**config.mk**
```make
export PLATFORM = sky130hd
export DESIGN_NAME = box_hit
export DESIGN_NICKNAME = d
export VERILOG_FILES = /design/src/rtl/collision_checker.sv
export SDC_FILE = /design/constraint.sdc
export NUM_CORES = 1
export LEC_CHECK = 0
export CORE_MARGIN = 1.5
export CORE_UTILIZATION = 40
export DETAILED_ROUTE_END_ITERATION = 6
export PLACE_DENSITY = 0.69
export SYNTH_ARGS = -nofsm -noshare
export SYNTH_HDL_FRONTEND = slang
export SYNTH_SLANG_ARGS = --single-unit
```
**constraint.sdc**
```tcl
create_clock -name vclk -period 7.1
set_input_delay 1.42 -clock vclk [all_inputs]
set_output_delay 1.42 -clock vclk [all_outputs]
set_load 0.01 [all_outputs]
```
**src/rtl/collision_checker.sv**
```systemverilog
// Sequential obstacle-vs-T-rex overlap scanner: one slot per cycle through a single
// box comparator, raising a sticky crash flag with the index of the first hit slot.

module box_hit #(
    parameter int MARGIN = 2
) (
    input  logic        active_i,
    input  logic [10:0] x_pos_i,
    input  logic [9:0]  y_pos_i,
    input  logic [9:0]  width_i,
    input  logic [9:0]  height_i,
    input  logic [9:0]  tx_i,
    input  logic [9:0]  ty_i,
    input  logic [9:0]  tw_i,
    input  logic [9:0]  th_i,
    output logic        hit_o
);
    localparam logic signed [11:0] M  = 12'(MARGIN);
    localparam logic signed [11:0] M2 = 12'(2 * MARGIN);

    logic signed [11:0] ox, oy, ow, oh, w, h, tx, ty, tw, th;

    // x_pos is the only signed input (obstacles slide off the left edge)
    assign ox = $signed({x_pos_i[10], x_pos_i}) + M;
    assign oy = $signed({2'b00, y_pos_i}) + M;
    assign w  = $signed({2'b00, width_i});
    assign h  = $signed({2'b00, height_i});
    assign ow = w - M2;
    assign oh = h - M2;
    assign tx = $signed({2'b00, tx_i});
    assign ty = $signed({2'b00, ty_i});
    assign tw = $signed({2'b00, tw_i});
    assign th = $signed({2'b00, th_i});

    assign hit_o = active_i && (w > M2) && (h > M2)
                && (ox < tx + tw) && (tx < ox + ow)
                && (oy < ty + th) && (ty < oy + oh);
endmodule

```
==> Word level (Yosys, flattened, before mapping) <==
Cells that the tools add are included.
{ "word_totals": {"reg_bits": 0, "input_bits": 82, "out_inout_bits": 1} }
{ "op_classes": {"n_addsub": 8, "magnitude_cmp": 6, "reduce_logical": 6} }
{ "op_table": {"columns": ["operator", "count"], "rows": [
  ["$add A12 B11 Y12", 2],
  ["$lt A11 B12 Y1", 2],
  ["$add A10 B10 Y11", 2],
  ["$sub A10 B3 Y11 const B", 2],
  ["$gt A10 B3 Y1 const B", 2],
  ["$add A11 B3 Y12 const B", 1],
  ["$lt A12 B12 Y1", 1],
  ["$add A10 B2 Y11 const B", 1],
  ["$lt A11 B11 Y1", 1],
  ["$logic_and A1 B1 Y1", 6]
]} }

==> Longest topological paths before layout <==
Gate-level depths: netlist of the first run.
{ "logic_depth": {"ltp_word": 7, "ltp_mapped": 18, "ltp_nobuf": 18} }

==> Worst setup path after synthesis of the first run <==
OpenSTA, ideal clock, no wires.
{ "synth_timing": {"kind": "input port to output port", "from": "input port ty_i[0]", "to": "output port hit_o", "arrival_ns": 4.841, "required_time_ns": 5.680, "path_slack_ns": 0.839, "stages": 18, "n_path_buf": 0, "cell_sequence": "ha_1 > fa_1 > a21o_1 > a21oi_1 > o21bai_1 > a21oi_1 > o21bai_1 > a21oi_1 > o21ai_0 > a21oi_1 > ha_1 > and3_1 > a221oi_1 > o2111ai_1 > a221oi_1 > o21a_1 > o221ai_1 > a2111oi_2"} }
{ "synth_between": {"elab_chain_len": 4, "word_cells_on_any_way": 5} }
{ "synth_rtl": {"columns": ["item", "line", "text"], "rows": [
  ["from (decl)", "13", "input logic [9:0] ty_i,"],
  ["$add A10 B10 Y11", "37", "&& (oy < ty + th) && (ty < oy + oh);"],
  ["$lt A11 B11 Y1", "37", null],
  ["$logic_and A1 B1 Y1", "37", null],
  ["$logic_and A1 B1 Y1 *", "37", null],
  ["to (decl)", "16", "output logic hit_o"]
]} }
Every way passes the cells marked *; elsewhere a longest branch is shown, timed or not.

==> Worst setup path in the final report of the first run <==
Same ends and word-level chain as after synthesis.

==> results of run 1 <==
==> through the flow <==
stage	worst slack, ps	TNS (ps)	cell area, um^2	utilization [%]
3_5_place_dp	-355	-355	4290	55.8
5_1_grt	41.5	0	4320	56.1
2_1_floorplan	839	0	3170	-
6_report	355	0	4320	56.1
3_3_place_gp	-287	-287	4290	55.8
4_1_cts	77.2	0	4290	55.8
==> routing by layer <==
metal / vias to the layer above / global-route usage [%] / part of all wire (%)
met5: - / 0 / 0
met1: 1512 / 24.7 / 46
met3: 12 / 1.33 / 4.2
met4: 0 / 3.08 / 1.6
met2: 84 / 38.5 / 48
li1: 1749 / - / -
==> cell usage in the layout, fill, tap and decap left out, types with 4 or more instances in the layout <==
master            n
inv_1            30
nor2_1           23
nor3b_1           4
xor2_1           24
fa_1              4
nand3_1          15
a21o_1           12
and3_1            5
nand2b_1          8
nand2_1          22
buf_4            22
o21ai_0          22
and2_1            4
clkdlybuf4s50_1  82
a21oi_1          23
o21bai_1         13
nor3_1           12
a21oi_2           4
a31oi_1           4
xnor2_1          36
nor4_1            5
ha_1             81
a211oi_1          9
==> power by group through the flow <==
stage	Clock, uW	Sequential [uW]	Combinational, uW
global placement	0	0	379
floorplan	0	0	251
finish	0	0	396
CTS	0	0	394
global route	0	0	448
detailed placement	0	0	392
==> layout make-up <==
| cell class | count | area, um^2 | share of cell area [%] |
|---|---|---|---|
| multi-input cells | 380 | 3080 | 71.5 |
| repair buffers | 105 | 991 | 23.0 |
| well taps | 102 | 128 | 2.96 |
| inverters | 30 | 113 | 2.61 |
==> synth_stat cells (3+ instances only) <==
master	instances
ha_1	81
xnor2_1	36
inv_1	30
a21oi_1	27
xor2_1	24
nor2_1	23
nand2_1	22
o21ai_0	22
nand3_1	15
o21bai_1	13
a21o_1	12
nor3_1	12
a211oi_1	9
nand2b_1	8
and3_1	5
nor4_1	5
a221oi_1	4
a31oi_1	4
and2_1	4
fa_1	4
nor3b_1	4
maj3_1	3
o211a_1	3
o21a_1	3
or3_1	3
==> repair_timing <==
| action | 4_1_cts | 5_1_grt |
|---|---|---|
| pin swaps | 1 | 3 |
| resized for setup | 5 | 5 |
| endpoints found under the hold margin | 0 | 0 |
| endpoints found under the setup margin | 1 | 1 |
==> logic make-up after synthesis <==
family	after synthesis	share of synthesized area, %
fa+ha+maj	88	35.5
buf+inv	30	3.55
compound gates	117	25.1
simple gates	114	18.9
xor+xnor	60	16.6
mux	1	0.355
==> worst paths after layout <==
path | cells after the start | start | slack (ps) | endpoint
hold / removal | 5 | x_pos_i[10] | 3760 | hit_o
setup / recovery | 20 | ty_i[0] | 360 | hit_o
==> metrics.md, run 1 <==
| Metric | Value |
|---|---|
| Period minus WS final | 6740 ps |
| GP Congestion | 0.833 |
| Crit path capture type | primary output |
| Post-CTS Hold Buffers | 0 |
| Most used cell, CP | a21oi_2 |
| Top cells by area, synth | ha_1 (32%), xnor2_1 (9.9%), xor2_1 (6.6%) |
| VDD IR max | 0.0422 mV |
| Die X | 92.0 um |
| Hold Crit Class | input port to primary output |
| Mapped Cells | 410 |
| Final hold violations | 0 |
| Status | completed |
| Ant diodes | 0 |
| Synth area leader | ha_1 |
| Drt total wl | 8420 um |
| Critical path type | input port to primary output |
| Syn nets | 577 |
| Worst-path fanout max | 2 |
| Mapped Avg Cell Area | 7.73 um^2 |
| Vias in the first global route | 3369 |
| Initial DRT Pass Iterations | 4 |
| Share of layout cells above drive strength 1 | 7.77% |
| RSZ-0062 raised after global routing | false |
| Cell Area, Synth | 3170 um^2 |
| Final Power | 396 uW |
| CP bufs+invs | 2 |
| Period utilization | 95.0% |
| CP Cell Sequence | clkdlybuf4s50_1 -> ha_1 -> fa_1 -> a21o_1 -> a21oi_2 -> o21bai_1 -> a21oi_2 -> o21bai_1 -> a21oi_2 -> o21ai_0 -> a21oi_1 -> ha_1 -> and3_1 -> a221oi_2 -> o2111ai_1 -> a221oi_2 -> o21a_1 -> o221ai_1 -> a2111oi_2 -> buf_2 |
| NumNets Final | 684 |
| Synth unique cells | 50 |
| Register Area | 0 um^2 |
| CP top delay family | compound AO/OA/AOI/OAI gates |
| Setup repair bufs after CTS | 0 |
| P_int | 202 uW |
| Max-cap violations | 0 |
| Iteration-0 DRC Markers | 71 |
| Pwr/cell area | 91.8 nW/um^2 |
| # DRC | 0 |
| Detail Route Antenna Nets | 0 |
| GRT Overall Usage | 20.1% |
| Top cell type's share of synthesized area | 32.0% |
| Critical Path AT | 5320 ps |
| Final non-filler cell total | 617 |
| Seq/Total Area, Yosys | 0% |
| Initial core utilization | 41.2% |
| Core area | 7690 um^2 |
| HPWL after DPL | 7610 um |
| Inst Count DP | 617 |
| Drt wl/cell | 13.6 um |
| Die footprint | 8470 um^2 |
| CP Launch Type | input port |
| Clock buf count | 0 |
| Leak | 0.00198 uW |
| Chip height | 92.0 um |
| Max-slew violation count | 0 |
| Vias/cell | 5.44 |
| Sw Share | 48.9% |
| Slew headroom | 60.0% |
| Layout area overhead | 36.2% |
| Sw power | 194 uW |
| Boundary Pins | 83 |
| Fmax | 0.148 GHz |
| Number of core rows | 32 |
| First-pass GRT wire length | 14400 um |
| Vias | 3357 |
| Largest net degree at the start of global routing | 8 |
| Final setup viols | 0 |
| IO Port Bufs | 83 |
| Worst path max stage delay | 440 ps |
| Initial antenna violation count | 0 |
| Req. time, crit path | 5680 ps |
| WHS | 3760 ps |
| Grt total ovfl | 0 |
| Share of power burned in registers | 0% |
| Worst-Margin Slew | 594 ps |
| Worst path slowest cell | clkdlybuf4s50_1 |
| Fillers | 741 |
| Yosys warning total | 0 |
| Clock Power Share | 0% |
| Sequential cell count | 0 |
| Gate power share | 100.0% |
Note: power is estimated with default switching activity, not from simulation.
==> run 2, diff against run 1 <==
--- a/config.mk
+++ b/config.mk
@@ -8,7 +8,7 @@
 export CORE_MARGIN = 1.5
 export CORE_UTILIZATION = 40
 export DETAILED_ROUTE_END_ITERATION = 6
-export PLACE_DENSITY = 0.69
+export PLACE_DENSITY = 0.8
 export SYNTH_ARGS = -nofsm -noshare
 export SYNTH_HDL_FRONTEND = slang
 export SYNTH_SLANG_ARGS = --single-unit
==> metrics.md, run 2 (same netlist as run 1, synthesis figures left out) <==
| Metric | Value |
|---|---|
| Status | completed |
| Setup WS pre-CTS | -395 ps (-39.5 ps) |
| Slew headroom | 59.0% (-0.99 points) |
| Layout area overhead | 35.9% |
| Post-CTS Hold Buffers | 0 (unchanged) |
| Hold Crit Class | input port to primary output |
| Chip height | 92.0 um (unchanged) |
| Final non-filler cell total | 616 (-0.16%) |
| Finished Cell Area | 4310 um^2 (-0.17%) |
| Fillers | 723 (-2.4%) |
| VDD IR max | 0.0391 mV (-7.5%) |
| Critical path type | input port to primary output |
| CP Cell Sequence | clkdlybuf4s50_1 -> ha_1 -> fa_1 -> a21o_1 -> a21oi_2 -> o21bai_1 -> a21oi_2 -> o21bai_1 -> a21oi_2 -> o21ai_0 -> a21oi_1 -> ha_1 -> and3_1 -> a221oi_2 -> o2111ai_1 -> a221oi_2 -> o21a_1 -> o221ai_1 -> a2111oi_2 -> buf_2 |
| Hold Crit Start | x_pos_i[10] |
| Most common cell after layout, fill and taps aside | clkdlybuf4s50_1 |
| Share of layout cells above drive strength 1 | 7.59% (-0.18 points) |
| Sequential cell count | 0 (unchanged) |
| First-pass GRT wire length | 14500 um (+0.67%) |
| Most frequent cells in the layout | clkdlybuf4s50_1 (82), ha_1 (81), xnor2_1 (36) |
| Final Power | 395 uW (-0.24%) |
| Area of the multi-input gates | 3080 um^2 (unchanged) |
| HPWL after DPL | 7630 um (+0.24%) |
| Worst-path fanout max | 2 (unchanged) |
| Setup repair bufs after CTS | 0 (unchanged) |
| Clock buf count | 0 (unchanged) |
| Req. time, crit path | 5680 ps (about the same) |
| Largest net degree at the start of global routing | 8 (unchanged) |
| Leak | 0.00197 uW (-0.24%) |
| Crit path capture type | primary output |
| Initial core utilization | 41.2% (unchanged) |
| Inst Count DP | 616 (-0.16%) |
| Pwr/cell area | 91.7 nW/um^2 (about the same) |
| CP top delay family | compound AO/OA/AOI/OAI gates |
| Most used cell, CP | a21oi_2 |
| Critical Path AT | 5440 ps (+120 ps) |
| Core area | 7690 um^2 (unchanged) |
| CP Launch Type | input port |
| Setup crit start | ty_i[0] |
| Vias/cell | 5.50 (+1.0%) |
| GP Congestion | 0.865 (+3.8%) |
| Period minus WS final | 6860 ps (+113 ps) |
| Detail Route Antenna Nets | 0 (unchanged) |
| CP bufs+invs | 2 (unchanged) |
| Initial antenna violation count | 0 (unchanged) |
| Fmax | 0.146 GHz (-1.6%) |
| Worst path max stage delay | 430 ps (about the same) |
| Die X | 92.0 um (unchanged) |
| Final Util | 56.0% (-0.098 points) |
| Ant diodes | 0 (unchanged) |
| Drt total wl | 8630 um (+2.5%) |
| Grt total ovfl | 0 (unchanged) |
| # DRC | 0 (unchanged) |
| Final hold violations | 0 (unchanged) |
| Period utilization | 96.6% (+1.6 points) |
| Vias | 3385 (+0.83%) |
| Iteration-0 DRC Markers | 74 (+4.2%) |
| Boundary Pins | 83 (unchanged) |
| Drt wl/cell | 14.0 um (+2.7%) |
| Setup WS post-layout | 243 ps (-113 ps) |
| NumNets Final | 683 (-0.15%) |
| Vias in the first global route | 3437 (+2.0%) |
| Max-slew violation count | 0 (unchanged) |
| IO Port Bufs | 83 (unchanged) |
| Die footprint | 8470 um^2 (unchanged) |
| Worst-Margin Slew | 609 ps (+14.7 ps) |
| Register Area | 0 um^2 (unchanged) |
| Placed cell areas | 4290 um^2 (-0.17%) |
| Max-cap violations | 0 (unchanged) |
| GRT Overall Usage | 20.2% (+0.12 points) |
| Worst path slowest cell | clkdlybuf4s50_1 |
| Number of core rows | 32 (unchanged) |
| Final setup viols | 0 (unchanged) |
| Initial DRT Pass Iterations | 5 (+1) |
## run 2: worst min-delay path, stage by stage
cell	delay (ps)
clkdlybuf4s50_1	450
o21a_1	160
nand3_1	100
a2111oi_2	70
buf_2	130
## run 2: layout make-up
type / instances / area share, %
Inverter: 30 / 2.61
Multi-Input combinational cell: 380 / 71.6
Tap cell: 102 / 2.96
Timing Repair Buffer: 104 / 22.8
## run 2: routing by layer
| layer | track usage [%] | wire, um | vias up |
|---|---|---|---|
| li1 | - | - | 1748 |
| met1 | 25.0 | 3990 | 1543 |
| met3 | 0.995 | 333 | 6 |
| met2 | 39.4 | 4240 | 88 |
| met4 | 1.92 | 67 | 0 |
| met5 | 0 | 0 | - |
## run 2: final timing paths
check	cells after the start	slack (ps)	to
min	5	3750	hit_o
max	20	240	hit_o
## run 2: through the flow
stage	setup TNS [ps]	hold slack, ps
CTS	0	3740
global placement	-299	4080
global route	-44.7	3780
detailed placement	-395	4070
floorplan	0	3100
finish	0	3750
## run 2: what timing repair did
item,4_1_cts,5_1_grt
endpoints found under the setup margin,1,1
resized for setup,6,4
pin swaps,0,2
## run 2: power by group
| part | switching (uW) | internal (uW) | leakage, uW |
|---|---|---|---|
| Combinational | 193 | 202 | 0.00197 |
| Clock | 0 | 0 | 0 |
| Sequential | 0 | 0 | 0 |
==> run 3, diff against run 2 <==
--- a/config.mk
+++ b/config.mk
@@ -5,7 +5,6 @@
 export SDC_FILE = /design/constraint.sdc
 export NUM_CORES = 1
 export LEC_CHECK = 0
-export CORE_MARGIN = 1.5
 export CORE_UTILIZATION = 40
 export DETAILED_ROUTE_END_ITERATION = 6
 export PLACE_DENSITY = 0.8
==> metrics.md, run 3 (same netlist as run 1, synthesis figures left out) <==
| Metric | Value |
|---|---|
| Clock buf count | 0 (unchanged) |
| Post-CTS Hold Buffers | 0 (unchanged) |
| Vias in the first global route | 3587 (+4.4%) |
| Slew headroom | 53.6% (-5.4 points) |
| Most frequent cells in the layout | clkdlybuf4s50_1 (82), ha_1 (81), xnor2_1 (36) |
| Sequential cell count | 0 (unchanged) |
| Ant diodes | 0 (unchanged) |
| Largest net degree at the start of global routing | 8 (unchanged) |
| Fin Setup TNS | 0 ps (unchanged) |
| Critical path type | input port to primary output |
| # DRC | 0 (unchanged) |
| First-pass GRT wire length | 14700 um (+1.4%) |
| Detail Route Antenna Nets | 0 (unchanged) |
| Status | completed |
| Final hold violations | 0 (unchanged) |
| Setup WS post-layout | 313 ps (+70.0 ps) |
| Pwr/cell area | 91.6 nW/um^2 (about the same) |
| Core area | 7690 um^2 (unchanged) |
| Fillers | 733 (+1.4%) |
| Initial core utilization | 41.2% (unchanged) |
| Period utilization | 95.6% (-0.99 points) |
| Setup repair bufs after CTS | 0 (unchanged) |
| GP Congestion | 0.855 (-1.2%) |
| Hold depth | 5 (unchanged) |
| GRT Overall Usage | 20.8% (+0.57 points) |
| Placed cell areas | 4260 um^2 (-0.70%) |
| Die X | 91.0 um (-1.1%) |
| Chip height | 91.0 um (-1.1%) |
| Final setup viols | 0 (unchanged) |
| IO Port Bufs | 83 (unchanged) |
| Vias | 3432 (+1.4%) |
| Finished Cell Area | 4280 um^2 (-0.55%) |
| Worst path max stage delay | 430 ps (about the same) |
| CP Cell Sequence | clkdlybuf4s50_1 -> ha_1 -> fa_1 -> a21o_1 -> a21oi_2 -> o21bai_1 -> a21oi_2 -> o21bai_1 -> a21oi_2 -> o21ai_0 -> a21oi_1 -> ha_1 -> and3_1 -> a221oi_2 -> o2111ai_2 -> a221oi_2 -> o21a_1 -> o221ai_1 -> a2111oi_2 -> buf_2 |
| VDD IR max | 0.0382 mV (-2.1%) |
| CP Launch Type | input port |
| Drt wl/cell | 14.1 um (+0.99%) |
| Boundary Pins | 83 (unchanged) |
| Register Area | 0 um^2 (unchanged) |
| Hold Crit Start | x_pos_i[10] |
| Grt total ovfl | 0 (unchanged) |
| Period minus WS final | 6790 ps (-70.0 ps) |
| CP top delay family | compound AO/OA/AOI/OAI gates |
| Layout area overhead | 35.2% |
| Leak | 0.00196 uW (-0.88%) |
| Drt total wl | 8660 um (+0.34%) |
| Critical Path AT | 5370 ps (-70 ps) |
| WHS | 3740 ps (-6.04 ps) |
| NumNets Final | 679 (-0.59%) |
| Vias/cell | 5.61 (+2.1%) |
| Req. time, crit path | 5680 ps (about the same) |
| Max-slew violation count | 0 (unchanged) |
| CP bufs+invs | 2 (unchanged) |
| Crit path capture type | primary output |
| Number of core rows | 32 (unchanged) |
| Worst-path fanout max | 2 (unchanged) |
| Initial antenna violation count | 0 (unchanged) |
| HPWL after DPL | 7650 um (+0.28%) |
| Most common cell after layout, fill and taps aside | clkdlybuf4s50_1 |
| Share of layout cells above drive strength 1 | 7.06% (-0.53 points) |
| Hold Crit Class | input port to primary output |
| Initial DRT Pass Iterations | 4 (-1) |
| Fmax | 0.147 GHz (+1.0%) |
| Worst-Margin Slew | 689 ps (+80.4 ps) |
| Die footprint | 8280 um^2 (-2.2%) |
| Setup WS pre-CTS | -361 ps (+33.9 ps) |
| Most used cell, CP | a21oi_2 |
| Worst path slowest cell | clkdlybuf4s50_1 |
| Final Power | 392 uW (-0.65%) |
| Hold Crit Endpoint | hit_o |
| Iteration-0 DRC Markers | 85 (+15%) |
| Max-cap violations | 0 (unchanged) |
-- run 3: changes by cell type in the layout (fill, tap and decap cells not counted) --
cell       before  now
o2111ai_2       0    1
o2111ai_1       1    0
buf_4          21   17
-- run 3: final cells by class --
class              count  area (um^2)  share of cell area [%]
multi-input cells    380         3090                    72.1
inverters             30          113                    2.63
repair buffers       100          953                    22.3
well taps            102          128                    2.98
-- run 3: worst max path at each step --
stage	start	endpoint	slack, ps	cells after the start
floorplan	ty_i[0]	hit_o	840	18
global placement	ty_i[0]	hit_o	-270	20
detailed placement	ty_i[0]	hit_o	-360	20
CTS	ty_i[0]	hit_o	70	20
global route	ty_i[0]	hit_o	-20	20
finish	ty_i[0]	hit_o	310	20
-- run 3: metal layers --
layer,track usage [%],up-vias,share of wire (%)
met5,0,-,0
met4,4.76,0,2.4
met3,0.838,18,4.0
met2,40.5,102,49
met1,24.8,1579,45
li1,-,1733,-
-- run 3: where the power goes --
part           internal (uW)  switching [uW]
sequential                 0               0
clock                      0               0
combinational            199             194
total                    199             194
-- run 3: through the flow --
step | util [%] | instances
CTS | 55.3 | 612
detailed placement | 55.4 | 612
floorplan | - | 410
global route | 55.7 | 612
finish | 55.7 | 612
global placement | 55.4 | 612
-- run 3: repair_timing --
action	CTS	global route
resized for setup	5	6
endpoints found under the setup margin	1	1
pin swaps	0	5
